### src/rtl/sx_bus_pkg.sv
// Shared definitions for the Am386SX bus-cycle controller: cycle types,
// FSM states and the CPU reset vector.
package sx_bus_pkg;

  typedef enum logic [2:0] {
    CYC_INTA,
    CYC_IO_RD,
    CYC_IO_WR,
    CYC_CODE,
    CYC_SPECIAL,
    CYC_MEM_RD,
    CYC_MEM_WR
  } cyc_t;

  typedef enum logic [1:0] {
    IDLE,
    REQ,
    WAIT,
    RDY
  } state_t;

  localparam logic [23:0] RESET_VECTOR = 24'hFFFFF0;

endpackage

### src/rtl/sx_bus_cycle_ctrl_if.sv
// CPU pin-side and back-end signals of the bus-cycle controller.
// slave = controller view, master = CPU/back-end view.
interface sx_bus_cycle_ctrl_if;
  logic        ads_n;
  logic        mio;
  logic        dc;
  logic        wr;
  logic [1:0]  be_n;
  logic [22:0] addr;
  logic [15:0] data_in;
  logic [15:0] data_out;
  logic        data_oe;
  logic        ready_n;
  logic        req;
  logic [23:0] req_addr;
  logic        req_we;
  logic        req_io;
  logic [1:0]  req_be;
  logic [15:0] req_wdata;
  logic        ack;
  logic [15:0] ack_rdata;
  logic        special_cyc;
  logic        bus_err;

  modport slave (
    input  ads_n, mio, dc, wr, be_n, addr, data_in, ack, ack_rdata,
    output data_out, data_oe, ready_n, req, req_addr, req_we, req_io,
           req_be, req_wdata, special_cyc, bus_err
  );

  modport master (
    output ads_n, mio, dc, wr, be_n, addr, data_in, ack, ack_rdata,
    input  data_out, data_oe, ready_n, req, req_addr, req_we, req_io,
           req_be, req_wdata, special_cyc, bus_err
  );
endinterface

### src/rtl/sx_cycle_decode.sv
// Combinational decode of the 386SX cycle-definition pins {M/IO#, D/C#, W/R#}.
module sx_cycle_decode
  import sx_bus_pkg::*;
(
  input  logic mio,
  input  logic dc,
  input  logic wr,
  output cyc_t cyc,
  output logic needs_req,
  output logic is_write
);

  always_comb begin
    cyc = CYC_SPECIAL;
    case ({mio, dc, wr})
      3'b000:  cyc = CYC_INTA;
      3'b001:  cyc = CYC_SPECIAL;
      3'b010:  cyc = CYC_IO_RD;
      3'b011:  cyc = CYC_IO_WR;
      3'b100:  cyc = CYC_CODE;
      3'b101:  cyc = CYC_SPECIAL;
      3'b110:  cyc = CYC_MEM_RD;
      default: cyc = CYC_MEM_WR;
    endcase
    needs_req = (cyc != CYC_INTA) && (cyc != CYC_SPECIAL);
    is_write  = wr;
  end

endmodule

### src/rtl/sx_bus_cycle_ctrl.sv
// Translates each Am386SX bus cycle into one back-end req/ack transaction
// and drives READY#/read data. Optional back-end timeout: define TIMEOUT_EN.
//
// state | meaning
// IDLE  | waiting for a falling ADS#
// REQ   | first cycle captures write data and raises req; then wait for ack
// WAIT  | hold off READY# until WAIT_STATES cycles since address latch
// RDY   | READY# low for two clk (one CPU T2 phase)
module sx_bus_cycle_ctrl
  import sx_bus_pkg::*;
#(
  parameter int          WAIT_STATES = 2,
  parameter int          TIMEOUT     = 64,
  parameter logic [15:0] FLOAT_DATA  = 16'hFFFF
) (
  input  logic                clk,
  input  logic                reset_n,
  sx_bus_cycle_ctrl_if.slave  bus
);

  localparam int CNT_MAX = (TIMEOUT > WAIT_STATES) ? TIMEOUT : WAIT_STATES;
  localparam int CW      = $clog2(CNT_MAX + 1) + 1;

  state_t        state;
  logic [CW-1:0] cnt;
  logic          rdy_phase;
  logic          ads_q;
  logic          drive_rd;

  cyc_t dec_cyc;
  logic dec_needs_req;
  logic dec_is_write;

  sx_cycle_decode u_decode (
    .mio       (bus.mio),
    .dc        (bus.dc),
    .wr        (bus.wr),
    .cyc       (dec_cyc),
    .needs_req (dec_needs_req),
    .is_write  (dec_is_write)
  );

  // Only a fresh ADS# falling edge starts a cycle, so a strobe held low is latched once.
  logic ads_start;
  assign ads_start = !bus.ads_n && ads_q;

`ifndef TIMEOUT_EN
  assign bus.bus_err = 1'b0;
`endif

  always_ff @(posedge clk or negedge reset_n) begin
    if (!reset_n) begin
      state           <= IDLE;
      cnt             <= '0;
      rdy_phase       <= 1'b0;
      ads_q           <= 1'b1;
      drive_rd        <= 1'b0;
      bus.data_out    <= '0;
      bus.data_oe     <= 1'b0;
      bus.ready_n     <= 1'b1;
      bus.req         <= 1'b0;
      bus.req_addr    <= '0;
      bus.req_we      <= 1'b0;
      bus.req_io      <= 1'b0;
      bus.req_be      <= '0;
      bus.req_wdata   <= '0;
      bus.special_cyc <= 1'b0;
`ifdef TIMEOUT_EN
      bus.bus_err     <= 1'b0;
`endif
    end else begin
      ads_q           <= bus.ads_n;
      bus.special_cyc <= 1'b0;
`ifdef TIMEOUT_EN
      bus.bus_err     <= 1'b0;
`endif
      if ((state == REQ || state == WAIT) && cnt != CW'(CNT_MAX))
        cnt <= cnt + 1'b1;

      case (state)
        IDLE: begin
          if (ads_start) begin
            cnt          <= '0;
            bus.req_addr <= {bus.addr, 1'b0};
            bus.req_be   <= ~bus.be_n;
            bus.req_we   <= dec_is_write && dec_needs_req;
            bus.req_io   <= (dec_cyc == CYC_IO_RD) || (dec_cyc == CYC_IO_WR);
            drive_rd     <= !dec_is_write;
            if (dec_needs_req) begin
              state <= REQ;
            end else begin
              state <= WAIT;
              if (dec_cyc == CYC_INTA) bus.data_out <= FLOAT_DATA;
              else                     bus.special_cyc <= 1'b1;
            end
          end
        end

        REQ: begin
          if (!bus.req) begin
            bus.req <= 1'b1;
            if (bus.req_we) bus.req_wdata <= bus.data_in;
          end else if (bus.ack) begin
            bus.req      <= 1'b0;
            bus.data_out <= bus.ack_rdata;
            state        <= WAIT;
          end
`ifdef TIMEOUT_EN
          else if (cnt == CW'(TIMEOUT - 1)) begin
            bus.req      <= 1'b0;
            bus.bus_err  <= 1'b1;
            bus.data_out <= FLOAT_DATA;
            bus.ready_n  <= 1'b0;
            bus.data_oe  <= drive_rd;
            rdy_phase    <= 1'b0;
            state        <= RDY;
          end
`endif
        end

        WAIT: begin
          if (cnt >= CW'(WAIT_STATES)) begin
            bus.ready_n <= 1'b0;
            bus.data_oe <= drive_rd;
            rdy_phase   <= 1'b0;
            state       <= RDY;
          end
        end

        RDY: begin
          if (!rdy_phase) begin
            rdy_phase <= 1'b1;
          end else begin
            bus.ready_n <= 1'b1;
            bus.data_oe <= 1'b0;
            state       <= IDLE;
          end
        end

        default: state <= IDLE;
      endcase
    end
  end

endmodule
### src/flat_wrapper.sv
// flat-port wrapper written by rule: the top's interface ports become plain ports
module sx_bus_cycle_ctrl_flat import sx_bus_pkg::*;
#(
  parameter int          WAIT_STATES = 2,
  parameter int          TIMEOUT     = 64,
  parameter logic [15:0] FLOAT_DATA  = 16'hFFFF
)
  (clk, reset_n, bus_ads_n, bus_mio, bus_dc, bus_wr, bus_be_n, bus_addr, bus_data_in, bus_ack, bus_ack_rdata, bus_data_out, bus_data_oe, bus_ready_n, bus_req, bus_req_addr, bus_req_we, bus_req_io, bus_req_be, bus_req_wdata, bus_special_cyc, bus_bus_err);
  sx_bus_cycle_ctrl_if bus_i ();
  input  logic clk;
  input  logic reset_n;
  input wire logic [$bits(bus_i.ads_n)-1:0] bus_ads_n;
  input wire logic [$bits(bus_i.mio)-1:0] bus_mio;
  input wire logic [$bits(bus_i.dc)-1:0] bus_dc;
  input wire logic [$bits(bus_i.wr)-1:0] bus_wr;
  input wire logic [$bits(bus_i.be_n)-1:0] bus_be_n;
  input wire logic [$bits(bus_i.addr)-1:0] bus_addr;
  input wire logic [$bits(bus_i.data_in)-1:0] bus_data_in;
  input wire logic [$bits(bus_i.ack)-1:0] bus_ack;
  input wire logic [$bits(bus_i.ack_rdata)-1:0] bus_ack_rdata;
  output wire logic [$bits(bus_i.data_out)-1:0] bus_data_out;
  output wire logic [$bits(bus_i.data_oe)-1:0] bus_data_oe;
  output wire logic [$bits(bus_i.ready_n)-1:0] bus_ready_n;
  output wire logic [$bits(bus_i.req)-1:0] bus_req;
  output wire logic [$bits(bus_i.req_addr)-1:0] bus_req_addr;
  output wire logic [$bits(bus_i.req_we)-1:0] bus_req_we;
  output wire logic [$bits(bus_i.req_io)-1:0] bus_req_io;
  output wire logic [$bits(bus_i.req_be)-1:0] bus_req_be;
  output wire logic [$bits(bus_i.req_wdata)-1:0] bus_req_wdata;
  output wire logic [$bits(bus_i.special_cyc)-1:0] bus_special_cyc;
  output wire logic [$bits(bus_i.bus_err)-1:0] bus_bus_err;
  assign bus_i.ads_n = bus_ads_n;
  assign bus_i.mio = bus_mio;
  assign bus_i.dc = bus_dc;
  assign bus_i.wr = bus_wr;
  assign bus_i.be_n = bus_be_n;
  assign bus_i.addr = bus_addr;
  assign bus_i.data_in = bus_data_in;
  assign bus_i.ack = bus_ack;
  assign bus_i.ack_rdata = bus_ack_rdata;
  assign bus_data_out = bus_i.data_out;
  assign bus_data_oe = bus_i.data_oe;
  assign bus_ready_n = bus_i.ready_n;
  assign bus_req = bus_i.req;
  assign bus_req_addr = bus_i.req_addr;
  assign bus_req_we = bus_i.req_we;
  assign bus_req_io = bus_i.req_io;
  assign bus_req_be = bus_i.req_be;
  assign bus_req_wdata = bus_i.req_wdata;
  assign bus_special_cyc = bus_i.special_cyc;
  assign bus_bus_err = bus_i.bus_err;
  sx_bus_cycle_ctrl #(.WAIT_STATES(WAIT_STATES), .TIMEOUT(TIMEOUT), .FLOAT_DATA(FLOAT_DATA)) u_core (.clk(clk), .reset_n(reset_n), .bus(bus_i));
endmodule
### config.mk
export PLATFORM = sky130hd
export DESIGN_NAME = sx_bus_cycle_ctrl_flat
export DESIGN_NICKNAME = d
export VERILOG_FILES = /design/src/rtl/sx_bus_pkg.sv /design/src/rtl/sx_bus_cycle_ctrl_if.sv /design/src/rtl/sx_cycle_decode.sv /design/src/rtl/sx_bus_cycle_ctrl.sv /design/src/flat_wrapper.sv
export SDC_FILE = /design/constraint.sdc
export NUM_CORES = 1
export LEC_CHECK = 0
export CORE_AREA = 2 2 87 89
export DETAILED_ROUTE_END_ITERATION = 8
export DIE_AREA = 0 0 89 91
export PLACE_DENSITY = 0.85
export SLEW_MARGIN = 20
export SYNTH_ARGS = -nofsm -noshare
export SYNTH_HDL_FRONTEND = slang
export SYNTH_SLANG_ARGS = --single-unit
### constraint.sdc
create_clock -name clk -period 6.5 [get_ports clk]
set_clock_uncertainty 0.2 [all_clocks]
set_input_delay 1.3 -clock clk [delete_from_list [all_inputs] [get_ports clk]]
set_output_delay 1.3 -clock clk [all_outputs]
set_load 0.01 [all_outputs]
# After elaboration in Yosys (flattened, before gate mapping)
# Index checks and enable logic that the tools add are counted.
# word_totals
ff_bits	76
wordCells	90
# op_classes
n_addsub	1
magnitude_cmp	1
n_eq_ne	20
muxes	30
bitwise_logic	2
reduce_logical	21
# ops
operator	n
$mux 16	5
$pmux 16 s2	1
$mux 8	3
$pmux 3 s6	1
$mux 2	6
$mux 1	10
$eq 3x2->1 const B	3
$eq 3x3->1 const B	3
$add 8x1->8 const B	1
$ge 8x2->1 const B	1
$ne 2x1->1 const B	4
$ne 8x7->1 const B	1
$pmux 2 s4	1
$eq 3x1->1 const B	2
$logic_not 3->1	2
$ne 2x2->1 const B	3
$pmux 1 s2	3
$reduce_and 3->1	2
$reduce_and 6->1	1
$reduce_and 5->1	1
$eq 2x2->1 const B	2
$logic_and 1x1->1	4
$reduce_and 2->1	2
$reduce_bool 2->1	2
other kinds (9)	11

# Logic depth before layout (Yosys ltp)
# Gate-level depths: netlist of run 1.
# logic_depth
word_depth	8
ltp_mapped	8

# Modules after synthesis
# Synthesis of run 1 repeated with hierarchy kept, for this count alone.
# unflattened
hier_cells	342
hier_area_um2	3479.6
# modules_own_cells
module	instances	cells_per_inst	area_each_um2	seq_area_each_um2
sx_bus_cycle_ctrl	1	332	3425.8	1904.3
sx_cycle_decode	1	10	53.8	0.0

# Least setup slack after synthesis of run 1
# OpenSTA, ideal clock, no wires.
# synth_path
path_kind	in2reg
from	input port bus_mio
to	register u_core.bus.data_out[10]
arrival_time_ps	2490
setup_slack_ps	3680
stages	4
n_path_buf	1
path_cell_list	or4b_1 -> a221oi_2 -> clkbuf_1 -> o21ai_0
# synth_via
elab_chain_cells	7
word_cells_on_any_way	16
# synth_lines
item	line_no	text
start: declaration	flat_wrapper.sv:13	input wire logic [$bits(bus_i.mio)-1:0] bus_mio;
$eq 3x3->1 or $eq 3x1->1 (tied branches)	sx_cycle_decode.sv:15	case ({mio, dc, wr})
$reduce_or 2->1 (no line)	n/a	
$pmux 3 s6 (*)	sx_cycle_decode.sv:15	
$ne 3x3->1 or $reduce_bool 3->1 (tied branches)	sx_cycle_decode.sv:25	needs_req = (cyc != CYC_INTA) && (cyc != CYC_SPECIAL);
$logic_and 1x1->1	sx_cycle_decode.sv:25	
$ne 2x2->1 (no line)	n/a	
$reduce_and 6->1 (no line) (*)	n/a	
end signal: assignment	sx_bus_cycle_ctrl.sv:105	bus.data_out <= bus.ack_rdata;
end: declaration	sx_bus_cycle_ctrl_if.sv:27	output data_out, data_oe, ready_n, req, req_addr, req_we, req_io,
# Every way passes the cells marked *; elsewhere a longest branch is shown, timed or not.
# A chain may end at the register's enable or synchronous reset.

# Worst setup path in the final report of run 1
# layout_path
from	input port bus_dc
to	register u_core.bus.data_out[5]
# layout_via
elab_chain_cells	7
word_cells_on_any_way	16
# layout_lines
item	line_no	text
start: declaration	flat_wrapper.sv:14	input wire logic [$bits(bus_i.dc)-1:0] bus_dc;
$eq 3x3->1 or $eq 3x1->1 (tied branches)	sx_cycle_decode.sv:15	
$reduce_or 2->1 (no line)	n/a	
$pmux 3 s6 (*)	sx_cycle_decode.sv:15	
$ne 3x3->1 or $reduce_bool 3->1 (tied branches)	sx_cycle_decode.sv:25	
$logic_and 1x1->1	sx_cycle_decode.sv:25	
$ne 2x2->1 (no line)	n/a	
$reduce_and 6->1 (no line) (*)	n/a	
# Marked as above.

==> impl_metrics.py, run 1 <==
metrics = {
    "synth": {
        "async_flop_share": 1.000,
        "synth_edf_count": 0,
        "ys_ff_latch": 76,
        "synth_top_area_share": 0.5795,
        "synth_area_um2": 3196,
        "ys_warn_count": 0,
        "seq_area_frac_synth": 0.5959,
        "synthCells": 312,
        "synthFlopType": "dfrtp_1",
        "synth_cell_types": 41,
        "synth_area_per_cell_um2": 10.24,
        "yosysTopAreaCell": "dfrtp_1",
        "synthTopCellsByArea": "dfrtp_1 (58%), nand2_1 (9.7%), mux2_2 (6.0%), o21ai_0 (6.0%), ha_1 (3.1%)",
    },
    "min_path": {
        "holdPathStages": 2,
        "min_from": "u_core.bus.req_io",
        "hold_path_end": "u_core.bus.req_io",
        "worstHoldPathType": "flop to flop",
    },
    "critical_path": {
        "cp_top_family": "buffers and inverters",
        "r2r_start": "u_core.state[0]",
        "cpPeakStageDelay_ns": 0.53,
        "cp_slowest_cell": "or4b_1",
        "worst-path-buf-inv": 2,
        "r2r_end": "u_core.bus.data_out[5]",
        "cp.arrival_ns": 3.18,
        "worstPathRequired_ns": 6.56,
        "cp_common_cell": "o21ai_0",
        "r2r_slack_ns": 4.10,
        "crit_start": "bus_dc",
        "cp_max_fo": 32,
        "cp-end-kind": "flop",
        "crit_type": "primary input to flop",
        "startpoint_type": "primary input",
        "crit_chain": "clkdlybuf4s50_1, or4b_1, a221oi_2, buf_4, o21ai_0, o21ai_0",
        "ff2ff_path_depth": 7,
    },
    "detailed_routing": {
        "vias": 2595,
        "drt_iter0_markers": 101,
        "drt_wl_total_um": 7561,
        "wl_per_cell_um": 13.98,
        "ant_nets": 0,
        "drt_first_pass_iters": 4,
        "vias_per_cell": 4.797,
        "route.detailed.drc": 0,
    },
    "sta": {
        "slew_headroom": 0.3789,
        "finalHoldViolCount": 0,
        "fin_setup_tns_ns": 0,
        "fmax_mhz": 320.6,
        "maxSlewViolCount": 0,
        "min_period_ns": 3.119,
        "tightest_slew_ns": 0.9317,
        "setup_viol": 0,
        "fin_crit_sh": 0.4798,
        "rsz0062_at_grt": "false",
    },
    "run": {
        "maxCapViolCount": 0,
    },
    "floorplan": {
        "core_area_um2": 7137,
        "start_util": 0.4478,
        "fp-row-count": 31,
        "io_pins": 129,
        "die_h_um": 91,
        "die_w_um": 89,
        "dieArea_um2": 8099,
    },
    "clock_network": {
        "cts_tree": "yes",
        "postCtsSetupRepairBufs": 0,
        "cts_root_buffer": "clkbuf_8",
        "path_clk_slew_ns": 0.08,
        "cts.repair.resized": 0,
        "clk_path_buf_depth": 2,
        "ctsHoldBuffers": 0,
        "clock-sinks": 76,
        "cts_made_buffers": 9,
        "htree_levels": 3,
        "clk_latency_ns": 0.34,
    },
    "power": {
        "p_leak_uw": 0.002191,
        "sequentialPowerShare": 0.364,
        "powerDensity_nw_per_um2": 476.1,
        "power.net_switching_uw": 757.1,
        "p_clk_frac": 0.199,
        "swShare": 0.3319,
        "power.internal_uw": 1524,
        "combPwrFrac": 0.437,
        "peakVddDrop_mv": 0.2409,
    },
    "cells_and_area": {
        "final_cell_mix": "clkdlybuf4s50_1 (125), nand2_1 (83), dfrtp_1 (74), o21ai_0 (38), inv_1 (24)",
        "nNetsFinal": 509,
        "syn2layout_area_growth_pct": 49.96,
        "num_antenna_cells": 0,
        "fin_util": 0.6715,
        "drive_above_1_share": 0.09050,
        "layout_commonest_cell": "clkdlybuf4s50_1",
    },
    "grt": {
        "grt_pass1_vias": 2655,
        "grt_overflow": 0,
        "grt_pass1_wl_um": 12400,
        "grt_usage": 0.1942,
        "antenna_found_initial": 0,
        "grt_max_degree": 77,
    },
    "place": {
        "dp_hpwl_um": 5367,
        "io_buffers": 126,
        "place_congestion": 0.7864,
    },
    "status": {
        "outcome": "complete, no violations",
    },
}
area by class of cell:
| type | count | area (um^2) |
|---|---|---|
| clock buffer | 11 | 151.4 |
| clock inverter | 5 | 107.6 |
| fill | 584 | 2345 |
| inverter | 24 | 90.09 |
| multi-input combinational | 199 | 1149 |
| sequential | 76 | 1904 |
| tap | 99 | 123.9 |
| timing repair buffer | 127 | 1266 |
kinds of logic (layout without fill, tap and decap cells):
kind of cell               after synthesis  after routing  synth area share
buffers and inverters                   38            167           0.04816
adders and majority gates                8              8           0.03132
DFF                                     76             76            0.5959
AOI/OAI and AO/OA                       52             52           0.09241
and+or+nand+nor                        115            115            0.1570
xor gates and xnor gates                 4              4           0.01097
muxes                                   18             18           0.06304
other                                    1              2          0.001174
layer usage:
metal / up-vias / track usage / share of wire
met5: - / 0 / 0
met4: 0 / 0.07090 / 0.019
met3: 17 / 0.04273 / 0.068
met2: 93 / 0.3215 / 0.48
met1: 1222 / 0.2472 / 0.43
li1: 1263 / - / -
synthesized netlist by cell type (all sizes together), types with 3 or more instances:
cell / number
nand3: 4
o21ai: 40
clkbuf: 11
mux2: 17
buf: 3
inv: 24
nor2: 6
nand2b: 4
a21oi: 3
ha: 8
nand2: 83
nand4: 3
nand3b: 3
dfrtp: 74
flip-flops by register name, indices dropped and copies added, names as in the netlist:
register	count
u_core.bus.req_addr	23
u_core.bus.data_out	16
u_core.bus.req_wdata	16
u_core.cnt	8
u_core.bus.req_be	2
u_core.state	2
u_core.ads_q	1
u_core.bus.data_oe	1
u_core.bus.ready_n	1
u_core.bus.req	1
u_core.bus.req_io	1
u_core.bus.req_we	1
u_core.bus.special_cyc	1
u_core.drive_rd	1
u_core.rdy_phase	1
worst reg2reg max path, cell delays in order, from the launching register on:
cell,delay (ns)
dfrtp_1,0.41
inv_1,0.14
ha_1,0.26
or4b_1,0.47
a221oi_2,0.27
buf_4,0.30
o21ai_0,0.15
o21ai_0,0.11
per-stage QoR:
stage          setup slack, ns  area [um^2]  std cells  total power, uW  hold slack (ns)
4_1_cts                  3.374         4792        541             2304           0.2803
6_report                 3.381         4792        541             2281           0.2765
3_5_place_dp             3.000         4533        525             1844           0.2611
3_3_place_gp             3.021         4528        525             1801           0.2581
5_1_grt                  3.266         4792        541             2443           0.2938
2_1_floorplan            3.680         3199        313             1309           0.2509
power by group through the flow:
stage | clock (uW) | combinational [uW] | sequential (uW)
2_1_floorplan | 0 | 396 | 913
3_3_place_gp | 0 | 973 | 828
3_5_place_dp | 0 | 1010 | 835
4_1_cts | 461 | 1010 | 831
5_1_grt | 481 | 1100 | 859
6_report | 454 | 998 | 830
how the worst max path moves through the flow:
stage	depth (start not counted)	end	slack [ns]
finish	6	u_core.bus.data_out[5]	3.38
floorplan	4	u_core.bus.data_out[10]	3.68
global placement	5	u_core.cnt[2]	3.02
detailed placement	6	u_core.bus.data_out[5]	3.00
global route	6	u_core.bus.data_out[12]	3.27
CTS	6	u_core.bus.data_out[5]	3.37
Power figures use the tool's default switching activity.
==> run 2, diff against run 1 <==
--- a/config.mk
+++ b/config.mk
@@ -5,10 +5,10 @@
 export SDC_FILE = /design/constraint.sdc
 export NUM_CORES = 1
 export LEC_CHECK = 0
-export CORE_AREA = 2 2 87 89
+export CORE_AREA = 2 2 90 92
 export DETAILED_ROUTE_END_ITERATION = 8
-export DIE_AREA = 0 0 89 91
-export PLACE_DENSITY = 0.85
+export DIE_AREA = 0 0 92 94
+export PLACE_DENSITY = 0.8
 export SLEW_MARGIN = 20
 export SYNTH_ARGS = -nofsm -noshare
 export SYNTH_HDL_FRONTEND = slang
==> constraint.sdc (replaced) <==
create_clock -name clk -period 3.2 [get_ports clk]
set_clock_uncertainty 0.2 [all_clocks]
set_input_delay 0.64 -clock clk [delete_from_list [all_inputs] [get_ports clk]]
set_output_delay 0.64 -clock clk [all_outputs]
set_load 0.01 [all_outputs]
==> run 2 against run 1 <==
- via count shrank 1.2%
- register-to-register slack lost 3.3 ns
- global-route usage shrank 2.6 points
- highest routed layer unchanged
- utilization shrank 4.5 points
- largest cell class unchanged
==> impl_metrics.py, run 2 (synthesized netlist as in run 1, its figures left out) <==
metrics = {
    "critical_path": {
        "cp_slowest_cell": "or4b_1",
        "cp_max_fo": 32,
        "cp_common_cell": "o21ai_0",
        "cp.arrival_ns": 2.48,
        "cpPeakStageDelay_ns": 0.60,
        "ff2ff_path_depth": 7,
        "crit_chain": "clkdlybuf4s50_1, or4b_1, a221oi_2, buf_4, o21ai_0, o21ai_0",
        "worstPathRequired_ns": 3.24,
        "crit_type": "primary input to flop",
        "startpoint_type": "primary input",
        "cp-end-kind": "flop",
    },
    "detailed_routing": {
        "drt_wl_total_um": 7195,
        "vias": 2565,
        "vias_per_cell": 4.706,
        "ant_nets": 0,
        "drt_iter0_markers": 75,
        "route.detailed.drc": 0,
        "wl_per_cell_um": 13.20,
        "drt_first_pass_iters": 4,
    },
    "power": {
        "swShare": 0.3339,
        "sequentialPowerShare": 0.375,
        "peakVddDrop_mv": 0.4216,
        "p_clk_frac": 0.176,
        "powerDensity_nw_per_um2": 943.9,
        "combPwrFrac": 0.449,
        "power.net_switching_uw": 1501,
        "p_leak_uw": 0.002181,
        "power.internal_uw": 2994,
    },
    "cells_and_area": {
        "multi_input_area_um2": 1144,
        "largest_reg_flops": 23,
        "final_cell_mix": "clkdlybuf4s50_1 (125), nand2_1 (83), dfrtp_1 (74), o21ai_0 (38), inv_1 (24)",
        "num_antenna_cells": 0,
        "drive_above_1_share": 0.09029,
        "nNetsFinal": 511,
        "fill_cells": 664,
        "layout_commonest_cell": "clkdlybuf4s50_1",
        "largest_registers": "u_core.bus.req_addr: 23 flops, u_core.bus.data_out: 16 flops, u_core.bus.req_wdata: 16 flops",
        "register_area_um2": 1904,
        "fin_util": 0.6260,
        "syn2layout_area_growth_pct": 49.02,
        "largest_register": "u_core.bus.req_addr",
    },
    "floorplan": {
        "start_util": 0.4201,
        "dieArea_um2": 8648,
        "io_pins": 129,
        "die_w_um": 92,
        "die_h_um": 94,
        "core_area_um2": 7607,
        "fp-row-count": 32,
    },
    "clock_network": {
        "htree_levels": 3,
        "clk_latency_ns": 0.34,
        "cts.repair.resized": 0,
        "path_clk_slew_ns": 0.08,
        "cts_made_buffers": 9,
        "clk_path_buf_depth": 2,
        "postCtsSetupRepairBufs": 0,
        "cts_tree": "yes",
        "clock-sinks": 76,
        "cts_root_buffer": "clkbuf_8",
        "ctsHoldBuffers": 0,
    },
    "grt": {
        "antenna_found_initial": 0,
        "grt_overflow": 0,
        "grt_usage": 0.1682,
        "grt_pass1_vias": 2451,
        "grt_pass1_wl_um": 11520,
        "grt_max_degree": 77,
    },
    "sta": {
        "finalHoldViolCount": 0,
        "layout_setup_ws_ns": 0.7644,
        "maxSlewViolCount": 0,
        "slew_headroom": 0.3842,
        "fin_crit_sh": 0.7611,
        "rsz0062_at_grt": "false",
        "whs_ns": 0.2417,
        "tightest_slew_ns": 0.9237,
        "setup_viol": 0,
        "fmax_mhz": 410.6,
        "min_period_ns": 2.436,
        "fin_setup_tns_ns": 0,
    },
    "place": {
        "post-place-ws_ns": 0.4349,
        "dp_hpwl_um": 5083,
        "place_congestion": 0.7407,
        "io_buffers": 126,
    },
    "run": {
        "maxCapViolCount": 0,
    },
    "status": {
        "outcome": "complete, no violations",
    },
    "min_path": {
        "worstHoldPathType": "primary input to asynchronous set/reset pin",
    },
}
-- run 2: changes by cell type in the layout (fill, tap and decap cells not counted), sizes merged --
| cell | change |
|---|---|
| buf | +2 |
| bufinv | -1 |
-- run 2: final cells by class --
class,instances,area share
Sequential cell,76,0.3999
Timing Repair Buffer,129,0.2690
Inverter,24,0.01892
Tap cell,102,0.02680
Clock inverter,4,0.01550
Multi-Input combinational cell,199,0.2401
Clock buffer,11,0.02969
-- run 2: path summary, 6_finish.rpt --
path / from / to / slack, ns
worst min register to register: u_core.bus.req_addr[5] / u_core.bus.req_addr[5] / 0.28
worst min-delay path: reset_n / u_core.bus.data_out[12] / 0.24
worst max-delay path: bus_mio / u_core.bus.data_out[0] / 0.76
min in group clk: u_core.bus.req_addr[5] / u_core.bus.req_addr[5] / 0.28
max in group asynchronous: reset_n / u_core.bus.req_addr[12] / 1.96
worst max register to register: u_core.state[0] / u_core.bus.data_out[0] / 0.79
-- run 2: worst max-delay path, delay by kind of cell --
kind	cells	cell delay [ns]
simple gates	1	0.60
compound gates	3	0.49
buf+inv	2	0.75
-- run 2: power groups by stage --
stage	sequential (uW)	clock (uW)	combinational [uW]
after floorplan	1850	0	804
after global placement	1680	0	1970
after CTS	1690	814	2050
after detailed placement	1700	0	2040
after global routing	1750	854	2240
final	1690	791	2020
-- run 2: routing by layer --
metal  track usage  part of all wire  vias to the layer above
met1        0.2177              0.45                     1192
li1              -                 -                     1264
met5             0                 0                        -
met2        0.2659              0.45                      105
met3       0.05297             0.094                        4
met4       0.06343            0.0053                        0
-- run 2: stage by stage --
step	cells	total power [uW]	cell area, um^2
floorplan	313	2659	3199
global placement	530	3655	4547
detailed placement	530	3738	4547
CTS	545	4550	4762
global route	545	4841	4762
finish	545	4495	4762
==> run 3, diff against run 2 <==
==> constraint.sdc (replaced) <==
create_clock -name clk -period 2.47 [get_ports clk]
set_clock_uncertainty 0.2 [all_clocks]
set_input_delay 0.494 -clock clk [delete_from_list [all_inputs] [get_ports clk]]
set_output_delay 0.494 -clock clk [all_outputs]
set_load 0.01 [all_outputs]
==> run 3 against run 2 <==
- utilization rose by 1.8 points
- total power rose by 34%
- wire length is 5.4% higher
- hold slack gained 0.036 ns
==> impl_metrics.py, run 3 (synthesized netlist as in run 1, its figures left out) <==
metrics = {
    "status": {
        "outcome": "complete, no violations",
    },
    "power": {
        "powerDensity_nw_per_um2": 1229,
        "combPwrFrac": 0.448,
        "sequentialPowerShare": 0.365,
        "power.net_switching_uw": 2006,
        "power.internal_uw": 4011,
        "peakVddDrop_mv": 0.4837,
        "p_clk_frac": 0.187,
        "swShare": 0.3334,
        "p_leak_uw": 0.002238,
    },
    "sta": {
        "fin_setup_tns_ns": 0,
        "setup_viol": 0,
        "fmax_mhz": 425.4,
        "min_period_ns": 2.351,
        "layout_setup_ws_ns": 0.1193,
        "finalHoldViolCount": 0,
        "rsz0062_at_grt": "false",
        "maxSlewViolCount": 0,
        "slew_headroom": 0.5694,
        "tightest_slew_ns": 0.6460,
        "fin_crit_sh": 0.9517,
    },
    "run": {
        "maxCapViolCount": 0,
    },
    "critical_path": {
        "r2r_slack_ns": 0.12,
        "crit_type": "flop to flop",
        "cp_max_fo": 32,
        "cp-end-kind": "flop",
        "cpPeakStageDelay_ns": 0.50,
        "ff2ff_path_depth": 7,
        "crit_chain": "inv_1, ha_2, or4b_1, a221oi_2, buf_12, o21ai_0, o21ai_0",
        "startpoint_type": "flop",
        "cp_slowest_cell": "or4b_1",
        "r2r_end": "u_core.bus.data_out[13]",
        "worstPathRequired_ns": 2.52,
        "r2r_start": "u_core.state[0]",
        "cp.arrival_ns": 2.40,
        "cp_common_cell": "o21ai_0",
    },
    "detailed_routing": {
        "ant_nets": 0,
        "wl_per_cell_um": 13.66,
        "vias_per_cell": 4.798,
        "drt_iter0_markers": 83,
        "drt_wl_total_um": 7583,
        "drt_first_pass_iters": 4,
        "vias": 2663,
        "route.detailed.drc": 0,
    },
    "place": {
        "io_buffers": 126,
        "place_congestion": 0.7437,
        "dp_hpwl_um": 5507,
        "post-place-ws_ns": -0.1038,
    },
    "clock_network": {
        "cts_root_buffer": "clkbuf_8",
        "clock-sinks": 76,
        "htree_levels": 3,
        "path_clk_slew_ns": 0.08,
        "cts_made_buffers": 9,
        "clk_path_buf_depth": 2,
        "clk_latency_ns": 0.34,
        "cts_tree": "yes",
    },
    "min_path": {
        "holdPathStages": 2,
        "worstHoldPathType": "flop to flop",
        "min_from": "u_core.bus.req_addr[19]",
        "hold_path_end": "u_core.bus.req_addr[19]",
    },
    "cells_and_area": {
        "syn2layout_area_growth_pct": 53.21,
        "drive_above_1_share": 0.1126,
        "largest_reg_flops": 23,
        "final_cell_mix": "clkdlybuf4s50_1 (125), nand2_1 (83), dfrtp_1 (74), o21ai_0 (38), inv_1 (24)",
        "fin_util": 0.6436,
        "nNetsFinal": 520,
        "layout_commonest_cell": "clkdlybuf4s50_1",
        "largest_register": "u_core.bus.req_addr",
        "num_antenna_cells": 0,
        "largest_registers": "u_core.bus.req_addr: 23 flops, u_core.bus.data_out: 16 flops, u_core.bus.req_wdata: 16 flops",
    },
    "floorplan": {
        "fp-row-count": 32,
        "core_area_um2": 7607,
        "io_pins": 129,
        "start_util": 0.4201,
        "die_w_um": 92,
        "dieArea_um2": 8648,
        "die_h_um": 94,
    },
    "grt": {
        "antenna_found_initial": 0,
        "grt_overflow": 0,
        "grt_max_degree": 53,
        "grt_usage": 0.1836,
        "grt_pass1_wl_um": 12580,
        "grt_pass1_vias": 2664,
    },
}
[run 3: cell count changes in the layout (fill, tap and decap cells not counted), sizes merged]
cell / change
dlygate4sd3: +1
buf: +8
bufinv: +1
clkbuf: -2
clkinvlp: +2
[run 3: power by group through the flow]
stage                     Combinational, uW  Clock [uW]  Sequential, uW
after floorplan                        1040           0            2400
after global placement                 2620           0            2180
after detailed placement               2720           0            2210
after CTS                              2740        1150            2190
after global routing                   2980        1210            2270
final                                  2700        1120            2190
[run 3: final cells by class]
cell class / instances / area [um^2]
clock buffers: 9 / 123.9
well taps: 102 / 127.6
flip-flops and latches: 76 / 1904
repair buffers: 138 / 1389
clock inverters: 7 / 115.1
fillers: 616 / 2711
inverters: 24 / 90.09
multi-input cells: 199 / 1146
[run 3: per-stage QoR]
| stage | power, uW | cells | hold slack [ns] | instance area, um^2 |
|---|---|---|---|---|
| floorplan | 3445 | 313 | -0.001591 | 3199 |
| global placement | 4797 | 538 | 0.2541 | 4644 |
| detailed placement | 4926 | 538 | 0.2616 | 4644 |
| CTS | 6082 | 555 | 0.2817 | 4893 |
| global route | 6460 | 555 | 0.3108 | 4896 |
| finish | 6017 | 555 | 0.2778 | 4896 |
[run 3: worst max-delay path: cells and delay by family, from the launching register on]
family                     cells  cell delay (ns)
and+or+nand+nor                1             0.50
DFF                            1             0.41
adders and majority gates      1             0.25
AOI/OAI and AO/OA              3             0.55
buffers and inverters          2             0.34
[run 3: worst max-delay path by stage]
| stage | endpoint | slack [ns] | startpoint |
|---|---|---|---|
| 6_report | u_core.bus.data_out[13] | 0.12 | u_core.state[0] |
| 5_1_grt | u_core.bus.data_out[7] | 0.01 | u_core.state[0] |
| 4_1_cts | u_core.bus.data_out[13] | 0.08 | u_core.state[0] |
| 3_5_place_dp | u_core.bus.data_out[7] | -0.10 | bus_mio |
| 3_3_place_gp | u_core.bus.data_out[4] | -0.01 | bus_mio |
| 2_1_floorplan | u_core.bus.data_out[10] | 0.32 | u_core.state[0] |
[run 3: repair_timing]
action / 4_1_cts / 5_1_grt
endpoints found under the setup margin: 0 / 3
resized for setup: 0 / 1
hold endpoints to repair: 32 / 0
hold buffers: 1 / 0
setup buffers: 0 / 0
[run 3: per-layer routing]
layer  share of wire  track usage  up-vias  wire length [um]
li1                -            -     1286                 -
met3           0.086      0.06661        8               653
met5               0            0        -                 0
met2            0.47       0.3009      105              3574
met4          0.0095      0.05597        0                72
met1            0.43       0.2287     1264              3283
